$ cat config.mk
export PLATFORM = sky130hd
export DESIGN_NAME = mem_port_arbiter
export DESIGN_NICKNAME = d
export VERILOG_FILES = /design/src/rtl/mem_port_arbiter.sv
export SDC_FILE = /design/constraint.sdc
export NUM_CORES = 1
export LEC_CHECK = 0
export CAP_MARGIN = 0
export CORE_MARGIN = 1.5
export CORE_UTILIZATION = 26
export CTS_CLUSTER_DIAMETER = 100
export DETAILED_ROUTE_END_ITERATION = 10
export GPL_ROUTABILITY_DRIVEN = 0
export RECOVER_POWER = 50
export SKIP_CTS_REPAIR_TIMING = 1
export SLEW_MARGIN = 30
export SYNTH_ARGS = -nofsm -noshare
export SYNTH_HDL_FRONTEND = slang
export SYNTH_SLANG_ARGS = --single-unit
$ cat constraint.sdc
create_clock -name clk -period 5.7 [get_ports clk]
set_input_delay 0.57 -clock clk [delete_from_list [all_inputs] [get_ports clk]]
set_output_delay 0.57 -clock clk [all_outputs]
set_load 0.005 [all_outputs]
$ cat src/rtl/mem_port_arbiter.sv
// ============================================================================
// Module      : mem_port_arbiter
// Description : Four-requester round-robin arbiter and sequencer for the
//               single shared memory port, with per-transaction timeout.
// Revision    : 1.0 - initial release
// ============================================================================
`default_nettype none

module mem_port_arbiter #(
  parameter int ADDR_WIDTH = 32,
  parameter int DATA_WIDTH = 32,
  parameter int TIMEOUT    = 255
) (
  input  logic                    clk,
  input  logic                    rst,
  input  logic [3:0]              req,
  input  logic [3:0]              we,
  input  logic [4*ADDR_WIDTH-1:0] addr,
  input  logic [4*DATA_WIDTH-1:0] wdata,
  output logic [3:0]              done,
  output logic [3:0]              err,
  output logic [DATA_WIDTH-1:0]   rdata,
  output logic [1:0]              sel,
  output logic                    busy,
  output logic                    mem_req,
  output logic                    mem_we,
  output logic [ADDR_WIDTH-1:0]   mem_addr,
  output logic [DATA_WIDTH-1:0]   mem_wdata,
  input  logic                    mem_ack,
  input  logic [DATA_WIDTH-1:0]   mem_rdata
);

  // The counter only has to reach TIMEOUT-1, so clog2(TIMEOUT) bits suffice.
  localparam int c_cnt_w = (TIMEOUT < 2) ? 1 : $clog2(TIMEOUT);
  localparam bit c_to_en = (TIMEOUT != 0);
  localparam logic [c_cnt_w-1:0] c_term = c_cnt_w'((TIMEOUT > 0) ? TIMEOUT - 1 : 0);
  localparam logic [c_cnt_w-1:0] c_cnt_max = {c_cnt_w{1'b1}};

  typedef enum logic [0:0] {
    ST_IDLE = 1'b0,
    ST_BUSY = 1'b1
  } state_t;

  state_t                r_state, w_state_nxt;
  logic [1:0]            r_last, w_last_nxt;
  logic [c_cnt_w-1:0]    r_cnt, w_cnt_nxt;
  logic [3:0]            r_done, w_done_nxt;
  logic [3:0]            r_err, w_err_nxt;
  logic [DATA_WIDTH-1:0] r_rdata, w_rdata_nxt;
  logic [1:0]            r_sel, w_sel_nxt;
  logic                  r_busy, w_busy_nxt;
  logic                  r_mem_req, w_mem_req_nxt;
  logic                  r_mem_we, w_mem_we_nxt;
  logic [ADDR_WIDTH-1:0] r_mem_addr, w_mem_addr_nxt;
  logic [DATA_WIDTH-1:0] r_mem_wdata, w_mem_wdata_nxt;

  logic [3:0]            w_elig;
  logic                  w_found;
  logic [1:0]            w_win;
  logic [1:0]            w_idx;

  // A requester pulsing done/err this cycle sits out one arbitration round.
  always_comb begin
    w_elig  = req & ~(r_done | r_err);
    w_found = 1'b0;
    w_win   = r_last;
    w_idx   = r_last;
    for (int k = 1; k <= 4; k++) begin
      w_idx = r_last + 2'(k);
      if (!w_found && w_elig[w_idx]) begin
        w_found = 1'b1;
        w_win   = w_idx;
      end
    end
  end

  always_comb begin
    w_state_nxt     = r_state;
    w_last_nxt      = r_last;
    w_cnt_nxt       = r_cnt;
    w_done_nxt      = 4'b0000;
    w_err_nxt       = 4'b0000;
    w_rdata_nxt     = r_rdata;
    w_sel_nxt       = r_sel;
    w_busy_nxt      = r_busy;
    w_mem_req_nxt   = r_mem_req;
    w_mem_we_nxt    = r_mem_we;
    w_mem_addr_nxt  = r_mem_addr;
    w_mem_wdata_nxt = r_mem_wdata;

    case (r_state)
      ST_IDLE: begin
        if (w_found) begin
          w_state_nxt     = ST_BUSY;
          w_sel_nxt       = w_win;
          w_mem_we_nxt    = we[w_win];
          w_mem_addr_nxt  = addr[w_win*ADDR_WIDTH +: ADDR_WIDTH];
          w_mem_wdata_nxt = wdata[w_win*DATA_WIDTH +: DATA_WIDTH];
          w_mem_req_nxt   = 1'b1;
          w_busy_nxt      = 1'b1;
          w_cnt_nxt       = '0;
        end
      end
      ST_BUSY: begin
        if (mem_ack) begin
          w_rdata_nxt   = mem_rdata;
          w_done_nxt    = 4'b0001 << r_sel;
          w_last_nxt    = r_sel;
          w_mem_req_nxt = 1'b0;
          w_busy_nxt    = 1'b0;
          w_state_nxt   = ST_IDLE;
        end else if (c_to_en && (r_cnt == c_term)) begin
          w_err_nxt     = 4'b0001 << r_sel;
          w_last_nxt    = r_sel;
          w_mem_req_nxt = 1'b0;
          w_busy_nxt    = 1'b0;
          w_state_nxt   = ST_IDLE;
        end else if (r_cnt != c_cnt_max) begin
          w_cnt_nxt = r_cnt + 1'b1;
        end
      end
      default: begin
        w_state_nxt = ST_IDLE;
      end
    endcase
  end

  always_ff @(posedge clk) begin
    if (rst) begin
      r_state     <= ST_IDLE;
      r_last      <= 2'd3;
      r_cnt       <= '0;
      r_done      <= 4'b0000;
      r_err       <= 4'b0000;
      r_rdata     <= '0;
      r_sel       <= 2'd0;
      r_busy      <= 1'b0;
      r_mem_req   <= 1'b0;
      r_mem_we    <= 1'b0;
      r_mem_addr  <= '0;
      r_mem_wdata <= '0;
    end else begin
      r_state     <= w_state_nxt;
      r_last      <= w_last_nxt;
      r_cnt       <= w_cnt_nxt;
      r_done      <= w_done_nxt;
      r_err       <= w_err_nxt;
      r_rdata     <= w_rdata_nxt;
      r_sel       <= w_sel_nxt;
      r_busy      <= w_busy_nxt;
      r_mem_req   <= w_mem_req_nxt;
      r_mem_we    <= w_mem_we_nxt;
      r_mem_addr  <= w_mem_addr_nxt;
      r_mem_wdata <= w_mem_wdata_nxt;
    end
  end

  assign done      = r_done;
  assign err       = r_err;
  assign rdata     = r_rdata;
  assign sel       = r_sel;
  assign busy      = r_busy;
  assign mem_req   = r_mem_req;
  assign mem_we    = r_mem_we;
  assign mem_addr  = r_mem_addr;
  assign mem_wdata = r_mem_wdata;

endmodule

`default_nettype wire

==> results by group <==
CTS
  • Root Driver: clkbuf_16
  • Sinks on the clock net: around 120
  • Worst-Skew Late Latency: 0.43 ns
  • TritonCTS clock tree: yes
  • Clock Tree Buf Depth: 2
  • Clock-pin slew on the worst setup and hold paths: 0.06 ns
  • Num CTS Buffers: 17
  • H-tree depth: 4

Detailed routing
  • Vias: approximately 10000
  • Vias per Instance: 5.123
  • Iter 0 DRT Violations: 579
  • Drt wl/cell: 18.49 um
  • Routed Antenna Nets: 0
  • Drt first pass iters: 5
  • Drt drc: 0
  • DRT Wirelength: between 30000 and 40000 um

Floorplanning
  • Site Rows: 66
  • Core ar.: 0.03270 mm^2
  • Initial Util: 26.55%
  • # IOs: 408
  • Die height: 185.8 um
  • Total die area: 0.03450 mm^2
  • Die width: ~190 um

Power and ir drop
  • Clock power frac: 38.8%
  • Seq pwr share: a little under a third
  • Leakage Power: 4.968 nW
  • Net Sw Frac: 30.61%
  • VDD IR max: 0.1851 mV
  • Cell Int Power: 2.139 mW
  • Sw power: 944.0 uW
  • Pwr/cell area: 225.7 mW/mm^2
  • Combinational power share: between 20% and 30%

Synth
  • #FFs+latches synth: 119
  • Gate count of the mapped netlist: 1137
  • Post-synth top area share: 27.44%
  • Cell with the most instances after synthesis: nand2_1
  • Post-synth ARST share: 0%
  • Synth top cells by count: nand2_1, o21ai_0, dfxtp_1
  • Avg Inst Size Synth: 7.637 um^2
  • Mapped Area: 0.008683 mm^2
  • Post-Syn Nets: 1438
  • Leading area contributor after synthesis: dfxtp_1
  • Post-synth cell types: 55
  • Synth warn: 0
  • Top FF cell, synth: dfxtp_1
  • Top post-synthesis cells by area: dfxtp_1, o21ai_0, nand2_1
  • Seq/Total Area, Yosys: ~27%
  • Number of flops mapped to enable cells by yosys: 0

Worst setup path
  • Crit path DAT: 4.01 ns
  • R2R Setup Slk: 2.18 ns
  • CP startpoint kind: input pin
  • Critical path type: in -> reg
  • Crit Path Max Fanout: 70
  • Largest stage delay, worst path: ~0.7 ns
  • Cell repeated most along the worst path: buf_4
  • Req. time, crit path: 5.99 ns
  • Max stage delay cell, worst path: or3b_4
  • Worst Setup End Kind: register
  • Crit-path cells: clkdlybuf4s50_1 > or3b_4 > a22o_1 > buf_4 > a211oi_4 > buf_4 > nand2b_4 > o211ai_2

Placed design
  • Area after DPL: 0.01295 mm^2
  • Post-DP HPWL: 25080 um
  • Setup slack at placement: 1.496 ns
  • # port buffers: 407

Layout
  • Ratio of cells with drive above 1 in the final layout: 9.401%
  • Design Area, Final: about 0.014 mm^2
  • Area growth syn-to-layout: 57.32%
  • Fin nets: about 1800
  • Layout fillers: ~3300

Timing
  • Worst-Margin Slew: 1.772 ns
  • Slack of the critical path: 1.977 ns
  • Period minus WS final: 3.723 ns
  • Slew Viols, Final: 38
  • Hold slack: 0.4488 ns
  • Slew HR: -18.13%
  • Setup Viol. Count Final: 0
  • Tcrit/Tclk final: 65.31%
  • Hold Vio Cnt, Final: 0
  • RSZ-0062 raised after global routing: no
  • F_max: 268.6 MHz
  • Setup_tns: 0 ns
  • Worst Skew: 0.01400 ns

GRT
  • GRT Residual Overflow: 0
  • Initial antenna violation count: 2
  • GRT Total Usage: between 10% and 20%
  • Vias in the first global route: 9393
  • First-pass GRT wire length: 53660 um
  • Largest net degree at the start of global routing: 102

Job
  • Max_cap viols: 1

Status
  • Outcome: complete, but fails checks
  • Violated checks: capacitance limit, slew limit

Hold path
  • Hold WC Path Type: reg -> reg
## registers in the layout, summed over array words and instances, names as in the netlist
signal	flops
r_last	2
mem_addr	32
mem_we	1
mem_req	1
mem_wdata	32
r_state	1
r_cnt	8
err	4
sel	2
rdata	32
done	4
## per-layer routing
metal / routed length [um] / share of wire (%) / GRT usage [%] / vias to the layer above
met5: 0 / 0 / 0 / -
met4: 552 / 1.6 / 5.000 / 0
met2: 17520 / 50 / 35.36 / 336
met1: 14580 / 41 / 23.55 / 4596
met3: 2700 / 7.6 / 5.615 / 27
li1: - / - / - / 4837
## path summary, 6_finish.rpt
| path | startpoint | endpoint | cells past startpoint |
|---|---|---|---|
| max | req[2] | mem_addr[15] | 8 |
| min | rdata[9] | rdata[9] | 2 |
| min reg2reg | rdata[9] | rdata[9] | 2 |
| max reg2reg | r_last[0] | mem_wdata[21] | 6 |
## power by group through the flow
stage | Clock (mW) | Sequential (mW) | Combinational (mW)
2_1_floorplan | 0 | 0.979 | 0.459
3_5_place_dp | 0 | 1.00 | 0.928
5_1_grt | 1.26 | 0.983 | 0.999
4_1_cts | 1.23 | 0.984 | 0.931
6_report | 1.20 | 0.972 | 0.917
3_3_place_gp | 0 | 1.00 | 0.916
## cell type report
cell class                 instances  area [um^2]  share of cell area, %
timing repair buffer             428         4275                  31.30
clock buffer                      20        466.7                  3.416
clock inverter                    12        163.9                  1.200
multi-input combinational        887         5802                  42.47
inverter                           2        7.507                0.05496
antenna                            2        5.005                0.03664
sequential                       119         2387                  17.48
tap                              442        553.0                  4.048
## critical path: cells and delay by family
kind / cells / cell delay (ns)
buf+inv: 3 / 1.29
compound gates: 3 / 0.76
simple gates: 2 / 1.30
## logic make-up after synthesis
group	count (synthesis)	synth area share [%]
and+or+nand+nor	397	23.17
DFF	119	27.44
muxes	65	7.493
buffers and inverters	131	6.931
AOI/OAI and AO/OA	422	34.58
adders and majority gates	2	0.2881
xor gates and xnor gates	1	0.1009
## cell usage in the layout, fill, tap and decap left out, types with 3 or more instances in the layout
| master | count |
|---|---|
| mux2i_1 | 65 |
| a211oi_1 | 66 |
| nor2_1 | 10 |
| clkinv_4 | 4 |
| bufinv_16 | 3 |
| o31ai_1 | 4 |
| clkdlybuf4s50_1 | 333 |
| o211ai_2 | 59 |
| clkbuf_8 | 3 |
| nand3_1 | 68 |
| dlygate4sd3_1 | 73 |
| a21oi_1 | 39 |
| nand4b_1 | 30 |
| nand3b_1 | 3 |
| o21ai_0 | 168 |
| inv_6 | 3 |
| nor3_1 | 6 |
| nor2b_1 | 35 |
| nand2_1 | 206 |
| dfxtp_1 | 117 |
| clkbuf_16 | 17 |
| nand4_1 | 3 |
| buf_4 | 17 |
| o211ai_1 | 72 |
| or4_1 | 4 |
## through the flow
stage	util [%]	std cells	total power [mW]
after floorplan	-	1137	1.438
after global placement	39.59	1875	1.916
after detailed placement	39.61	1875	1.928
after CTS	41.54	1907	3.141
after global routing	41.77	1912	3.244
final	41.77	1912	3.083
No activity file was read; power rests on OpenSTA's default activity.
